[src/rtl/symbol_decoder_core.sv]
// Range-coder symbol decoder core. It runs a serial inverse-CDF search, then
// normalises rng/dif, then refills dif with bytes for one tile of coded data.
module symbol_decoder_core #(
   parameter int EC_MIN_PROB = 4,
   parameter int CDF_WIDTH   = 16
) (
   input  logic                    clk,
   input  logic                    reset,
   input  logic                    init,
   input  logic [7:0]              byte_in,
   input  logic                    byte_valid,
   output logic                    byte_ready,
   input  logic                    req_valid,
   output logic                    req_ready,
   input  logic [3:0]              nsyms_m1,
   input  logic [16*CDF_WIDTH-1:0] icdf_flat,
   output logic [3:0]              sym_out,
   output logic                    sym_valid,
   input  logic                    sym_ready,
   output logic [15:0]             rng_out
);

   // state   | meaning
   // UNINIT  | out of reset, waiting for init
   // FILL    | loading the first bytes of a tile into dif
   // IDLE    | waiting for a symbol request
   // SEARCH  | testing one inverse-CDF candidate per cycle
   // NORM    | renormalising rng/dif and updating cnt
   // REFILL  | topping up dif after cnt went negative
   // OUT     | holding sym_out until the consumer accepts it
   typedef enum logic [2:0] {
      S_UNINIT, S_FILL, S_IDLE, S_SEARCH, S_NORM, S_REFILL, S_OUT
   } state_t;

   localparam int PW = CDF_WIDTH + 2;

   state_t               state, state_nx;
   logic [15:0]          rng, u;
   logic [31:0]          dif;
   logic signed [5:0]    cnt;
   logic [3:0]           ret, n_q;
   logic [CDF_WIDTH-1:0] icdf_q [16];

   logic signed [6:0]    shift;
   logic                 fill_more;
   logic [31:0]          byte_shifted;
   logic [CDF_WIDTH-1:0] icdf_sel;
   logic [PW-1:0]        prod;
   logic [3:0]           rem;
   logic [15:0]          v;
   logic                 stop;
   logic [3:0]           d;
   logic signed [5:0]    cnt_norm;

   assign shift        = 7'sd8 - $signed({cnt[5], cnt});
   assign fill_more    = ~shift[6];
   assign byte_shifted = {24'd0, byte_in} << shift[4:0];
   assign icdf_sel     = icdf_q[ret];
   assign prod         = PW'(rng[15:8]) * PW'(icdf_sel[CDF_WIDTH-1:6]);
   assign rem          = n_q - ret;
   assign v            = 16'(prod >> 1) + 16'(EC_MIN_PROB) * {12'd0, rem};
   // Reaching the last symbol ends the search whatever the table says.
   assign stop         = (dif[31:16] >= v) || (ret == n_q);
   assign cnt_norm     = cnt - $signed({2'b00, d});

   always_comb begin
      d = 4'd15;
      for (int i = 0; i < 16; i++) begin
         if (rng[i]) d = 4'(15 - i);
      end
   end

   always_ff @(posedge clk or negedge reset) begin
      if (!reset) state <= S_UNINIT;
      else        state <= state_nx;
   end

   always_comb begin
      state_nx   = state;
      byte_ready = 1'b0;
      req_ready  = 1'b0;
      sym_valid  = 1'b0;
      case (state)
         S_UNINIT: ;
         S_FILL: begin
            byte_ready = fill_more;
            if (!fill_more) state_nx = S_IDLE;
         end
         S_IDLE: begin
            req_ready = 1'b1;
            if (req_valid) state_nx = S_SEARCH;
         end
         S_SEARCH: if (stop) state_nx = S_NORM;
         S_NORM:   state_nx = cnt_norm[5] ? S_REFILL : S_OUT;
         S_REFILL: begin
            byte_ready = fill_more;
            if (!fill_more) state_nx = S_OUT;
         end
         S_OUT: begin
            sym_valid = 1'b1;
            if (sym_ready) state_nx = S_IDLE;
         end
         default: state_nx = S_UNINIT;
      endcase
      if (init) state_nx = S_FILL;
   end

   always_ff @(posedge clk or negedge reset) begin
      if (!reset) begin
         rng <= 16'h8000;
         dif <= 32'h7FFF_FFFF;
         cnt <= -6'sd15;
         ret <= '0;
         u   <= '0;
         n_q <= '0;
         for (int i = 0; i < 16; i++) icdf_q[i] <= '0;
      end else if (init) begin
         rng <= 16'h8000;
         dif <= 32'h7FFF_FFFF;
         cnt <= -6'sd15;
         ret <= '0;
      end else begin
         case (state)
            S_FILL, S_REFILL: begin
               if (fill_more && byte_valid) begin
                  dif <= dif ^ byte_shifted;
                  cnt <= cnt + 6'sd8;
               end
            end
            S_IDLE: begin
               if (req_valid) begin
                  n_q <= nsyms_m1;
                  for (int i = 0; i < 16; i++) icdf_q[i] <= icdf_flat[i*CDF_WIDTH +: CDF_WIDTH];
                  u   <= rng;
                  ret <= '0;
               end
            end
            S_SEARCH: begin
               if (stop) begin
                  rng <= u - v;
                  dif <= dif - {v, 16'd0};
               end else begin
                  u   <= v;
                  ret <= ret + 4'd1;
               end
            end
            S_NORM: begin
               rng <= rng << d;
               dif <= ((dif + 32'd1) << d) - 32'd1;
               cnt <= cnt_norm;
            end
            default: ;
         endcase
      end
   end

   assign sym_out = ret;
   assign rng_out = rng;

endmodule

[config.mk]
export PLATFORM = sky130hd
export DESIGN_NAME = symbol_decoder_core
export DESIGN_NICKNAME = d
export VERILOG_FILES = /design/src/rtl/symbol_decoder_core.sv
export SDC_FILE = /design/constraint.sdc
export NUM_CORES = 1
export LEC_CHECK = 0
export CELL_PAD_IN_SITES_DETAIL_PLACEMENT = 1
export CELL_PAD_IN_SITES_GLOBAL_PLACEMENT = 1
export CORE_UTILIZATION = 47
export CTS_BUF_LIST = sky130_fd_sc_hd__clkbuf_4 sky130_fd_sc_hd__clkbuf_8
export DETAILED_ROUTE_END_ITERATION = 8
export GPL_TIMING_DRIVEN = 0
export PLACE_DENSITY_LB_ADDON = 0.1
export SLEW_MARGIN = 20
export SYNTH_ARGS = -nofsm -noshare
export SYNTH_HDL_FRONTEND = slang
export SYNTH_SLANG_ARGS = --single-unit
[constraint.sdc]
create_clock -name clk -period 17.8 [get_ports clk]
set_input_delay 3.56 -clock clk [delete_from_list [all_inputs] [get_ports clk]]
set_output_delay 3.56 -clock clk [all_outputs]
set_load 0.02 [all_outputs]
# Word-level counts from Yosys, hierarchy flattened
# Index checks and enable logic that the tools add are counted.
[totals]
ff_bits = 337
in_bits = 274
out_inout_bits = 23
elab_cells = 122
[classes]
addsub = 10
n_mul = 1
magnitude_cmp = 2
n_eq_ne = 17
n_shift = 3
n_mux = 46
bitwise_logic = 4
n_reduce_logical = 16
[op_table]
columns = ["cell", "count"]
rows = [
  ["2-to-1 mux 16 bit", 6],
  ["2-to-1 mux 32 bit", 3],
  ["one-hot mux 32 bit (3 select lines)", 1],
  ["binary-select mux 16 bit (select 4 bit)", 1],
  ["one-hot mux 16 bit (2 select lines)", 2],
  ["2-to-1 mux 4 bit", 12],
  ["adder 32 x 1 -> 32 bit, second input constant", 1],
  ["<< shifter 32 x 4 -> 32 bit", 1],
  ["<< shifter 8 x 5 -> 32 bit", 1],
  ["subtractor 32 x 1 -> 32 bit, second input constant", 1],
  ["subtractor 32 bit", 1],
  ["bitwise XOR 32 bit", 1],
  ["2-to-1 mux 3 bit", 9],
  ["one-hot mux 3 bit (7 select lines)", 1],
  ["inequality test 3 bit, second input constant", 6],
  ["multiplier 8 x 10 -> 17 bit", 1],
  ["adder 16 x 6 -> 16 bit", 1],
  ["greater-or-equal comparator 16 bit", 1],
  ["<< shifter 16 x 4 -> 16 bit", 1],
  ["subtractor 16 bit", 1],
  ["2-to-1 mux 6 bit", 2],
  ["one-hot mux 6 bit (2 select lines)", 1],
  ["== test 3 bit, second input constant", 3],
  ["AND reduction 3 bit", 3],
  ["26 further kinds", 38],
]

# Longest topological paths before layout
[logic_depth]
depth_word = 19
mapped_depth = 36
mapped_depth_nobuf = 33

# Worst setup path after synthesis
# OpenSTA, ideal clock, no wires.
[synth_timing]
path_kind = "register to register"
startpoint = "register ret[0], in the netlist sym_out[0]"
endpoint = "register rng[3], in the netlist rng_out[3]"
setup_time_ns = 0.125
t_arrival_ns = 8.960
t_required_ns = 17.675
slack_ns = 8.715
stages_incl_launch_ff = 34
n_path_buf = 4
period_less_slack_ns = 9.085
path_cell_list = "dfrtp_1 -> clkbuf_1 -> clkbuf_1 -> buf_1 -> mux2i_1 -> a221oi_1 -> o21ai_0 -> nand2_1 -> and2_1 -> fa_1 -> inv_1 -> fa_1 -> inv_1 -> fa_1 -> inv_1 -> fa_1 -> inv_1 -> ha_1 -> o21a_1 -> a211oi_1 -> o211ai_1 -> nand2b_1 -> xor2_1 -> ha_1 -> o21a_1 -> and2_1 -> o2111ai_1 -> and4_1 -> nor4_1 -> a2111o_1 -> nand2_1 -> a21boi_0 -> clkbuf_1 -> mux2_2"
[synth_between]
elab_chain_cells = 10
word_cells_on_any_way = 16
cone_classes = "add/sub: 3; mul: 1; order compare: 1; eq/ne: 2; mux: 6; bitwise: 1; reduce/logical: 2"
[synth_rtl]
columns = ["element", "line_no", "text"]
rows = [
  ["start: declaration", "41", "logic [3:0] ret, n_q;"],
  ["start signal: assignment", "144", "ret <= ret + 4'd1;"],
  ["NOT 4 -> 5 bit (implied by the code)", "58", "assign icdf_sel = icdf_q[ret];"],
  ["binary-select mux 16 bit (select 4 bit)", "58", ""],
  ["2-to-1 mux 16 bit (implied by the code) (2 in a row)", "58", ""],
  ["multiplier 8 x 10 -> 17 bit", "59", "assign prod = PW'(rng[15:8]) * PW'(icdf_sel[CDF_WIDTH-1:6]);"],
  ["adder 16 x 6 -> 16 bit", "61", "assign v = 16'(prod >> 1) + 16'(EC_MIN_PROB) * {12'd0, rem};"],
  ["subtractor 16 bit / greater-or-equal comparator 16 bit (equally long branches)", "140, 63", ""],
  ["2-to-1 mux 16 bit / logical OR 1 bit (equally long branches)", "139, 63", ""],
  ["one-hot mux 16 bit (2 select lines) / inequality test 3 bit (equally long branches)", "-", ""],
  ["2-to-1 mux 16 bit / AND reduction 2 bit (equally long branches)", "-", ""],
  ["end signal: assignment", "140", "rng <= u - v;"],
  ["end signal: assignment", "148", "rng <= rng << d;"],
  ["end: declaration", "38", "logic [15:0] rng, u;"],
]
# Parallel ways exist; a longest one is shown, timed or not. The select of a mux whose other input is x is not followed.
# A chain may end at the register's enable or synchronous reset.

# Worst setup path after layout
[layout_timing]
startpoint = "register ret[0], in the netlist sym_out[0]"
endpoint = "register rng[10], in the netlist rng_out[10]"
# The elaborated chain is that of the path after synthesis.

==> impl_metrics.py <==
metrics = {
    "grt": {
        "grt_max_degree": 100,
        "grt_pass1_vias": 23760,
        "grt-ovfl-total": 0,
        "antenna_found_initial": 12,
        "grt_usage": 0.4516,
        "grt_pass1_wl_um": 155600,
    },
    "hold_path": {
        "hold_path_depth": 1,
        "holdPathEnd": "u[10]",
        "hold_path_startpoint": "u[10]",
        "hp-class": "flip-flop to flip-flop",
    },
    "sta": {
        "period_share": 0.7289,
        "setup_tns_ns": 0,
        "worst_slew_pin_slew_ns": 1.173,
        "hold_viol_final": 0,
        "finalClockSkew_ns": 0.05167,
        "period_needed_ns": 12.97,
        "max_freq_mhz": 77.08,
        "maxSlewViolCount": 0,
        "slew_headroom": 0.2142,
        "setup-violations-final": 0,
        "setup_ws_ns": 4.826,
        "grt_setup_unrepaired": "no",
    },
    "routing": {
        "num_vias": 22200,
        "met2_length_um": 49670,
        "wl_per_cell_um": 32.51,
        "met1Wirelength_um": 38350,
        "wl_met3_um": 8000,
        "top_layer": "met5",
        "dr.pass1.iters": 5,
        "drtIter0Drc": 2262,
        "viasPerCell": 6.872,
        "ant_nets": 0,
        "route.detailed.drc": 0,
        "wl_um": 105000,
    },
    "flow_run": {
        "max_cap_violations": 0,
    },
    "cts": {
        "root_buffer": "clkbuf_8",
        "cts_resized": 0,
        "cts_tree": "built",
        "clkTransAtPathRegs_ns": 0.07,
        "clock-sinks": 241,
        "cts_setup_buffers": 0,
        "cts_made_buffers": 45,
        "clock_latency_ns": 0.68,
        "h-tree-depth": 2,
        "cts_hold_buf": 0,
        "cts_buffer_depth": 3,
    },
    "synthesis": {
        "ys_top_cells_by_count": "dfrtp_1 (206), nand2_1 (185), mux2_2 (174)",
        "syn-instance-count": 2345,
        "syn_area_um2": 21110,
        "yosysSeqAreaShare": 0.2877,
        "ys_warn_count": 0,
        "synth_largest_area_cell": "dfrtp_1",
        "synth_area_leaders": "dfrtp_1 (24%), mux2_2 (9.3%), fa_1 (4.9%)",
        "ys.flop_type": "dfrtp_1",
        "yosys.cell_count.top_type": "dfrtp_1",
        "yosys_register_bits": 241,
        "avgSynthCellArea_um2": 9.003,
        "ys_types": 97,
        "synth_edf_count": 0,
        "ys_async_sr_fraction": 1.000,
        "syn_nets": 2749,
        "netlist.area_leader.share": 0.2442,
    },
    "setup_path": {
        "arrival_ns": 13.48,
        "worst_r2r_startpoint": "sym_out[0]",
        "crit_start": "sym_out[0]",
        "reg2reg_to": "rng_out[10]",
        "cp_max_fo": 10,
        "r2r_slack_ns": 4.83,
        "startpoint_type": "flip-flop",
        "cp-end-kind": "flip-flop",
        "rr_worst_depth": 35,
        "slowest_stage": "a21boi_0",
        "critPathKind": "flip-flop to flip-flop",
        "critPathMaxStageDelay_ns": 0.78,
        "cp.required_ns": 18.30,
    },
    "floorplanning": {
        "start_util": 0.4774,
        "io_pins": 297,
        "dieWidth_um": 213.9,
        "die_y_um": 213.9,
        "dieArea_um2": 45770,
        "core_um2": 44220,
        "std_cell_rows": 77,
    },
    "final_layout": {
        "instances_no_fill": 3230,
        "nFillCells": 5042,
        "nets": 2999,
        "regArea_um2": 6075,
        "syn2layout_area_growth_pct": 18.31,
        "drive_gt1_frac": 0.1419,
        "multi_input_area_um2": 14020,
    },
    "placement": {
        "portBuffers": 200,
        "hpwlAfterDp_um": 75620,
        "pre_cts_ws_ns": 5.583,
        "numPlacedInstances": 3140,
        "gp_congestion": 0.9794,
    },
    "outcome": {
        "status": "finished, final reports clean",
    },
}
## placed cells by master, fill, tap and decap left out, types with 16 or more instances in the layout
cell type          n
clkdlybuf4s50_1  199
o21a_1            17
fa_1              52
mux2_2           174
mux4_2            23
inv_1             99
nor3_1            54
o31ai_1           16
a21o_1            28
xor2_1            33
buf_1             24
clkbuf_1         118
and2_1            64
a31oi_1           21
dfrtp_1          206
nand4_1           16
a22oi_1           22
nand3_1           68
or3_1             21
nor4_1            23
nor2_1           159
a211oi_1          35
clkbuf_8          56
buf_2             19
a21oi_1          138
nand2b_1          25
nand2_1          185
xnor2_1           62
o211ai_1          23
o21ai_0          132
dfstp_2           35
mux2i_1           94
a221oi_1          38
ha_1              78
## routing by layer
metal,global-route usage,up-vias
li1,-,9160
met5,0,-
met2,0.7508,1365
met4,0.3480,8
met3,0.09353,504
met1,0.5084,11160
## cell families after synthesis
logic type / Yosys count / synth area share
xor+xnor: 95 / 0.03941
simple gates: 691 / 0.1627
fa+ha+maj: 135 / 0.09791
mux: 293 / 0.1630
compound gates: 621 / 0.1996
flops: 241 / 0.2877
buf+inv: 269 / 0.04966
## final cells by class
type,instances,share of cell area
multi-input combinational,1835,0.5611
sequential,241,0.2432
timing repair buffer,203,0.08275
clock buffer,69,0.03476
tap,592,0.02965
buffer,164,0.02625
inverter,105,0.01578
clock inverter,11,0.005460
antenna,10,0.001002
## state kept, by name (all words and copies together), names as in the netlist
| signal | count |
|---|---|
| rng_out | 16 |
| sym_out | 4 |
| icdf_q | 160 |
| state | 3 |
| dif | 32 |
| n_q | 4 |
| cnt | 6 |
| u | 16 |
## stage by stage
step	utilization	instance area, um2	hold slack (ns)
after floorplan	-	21110	0.4563
after global placement	0.5394	23850	0.4718
after detailed placement	0.5413	23940	0.4778
after CTS	0.5640	24940	0.4913
after global routing	0.5645	24960	0.5150
final	0.5648	24980	0.4941
## worst max path at each step
stage                       end  slack (ns)  depth (start not counted)
finish              rng_out[10]        4.83                         35
CTS                 rng_out[10]        5.28                         35
floorplan            rng_out[3]        8.72                         33
global placement    icdf_q[203]        2.92                          1
global route         rng_out[8]        4.42                         33
detailed placement  rng_out[10]        5.58                         35
## worst max-delay path: cells and delay by family (launching register included)
kind	cells	cell delay (ns)
AO/OA/AOI/OAI	10	3.60
buffers and inverters	8	2.80
adder cells (fa/ha/maj)	6	2.72
AND/OR/NAND/NOR	8	2.02
multiplexers	2	0.72
flip-flops	1	0.50
XOR/XNOR	1	0.44
Power is left out: the tool's default activity adds up to more than one toggle a clock period on the data nets, which glitch-free logic cannot reach.
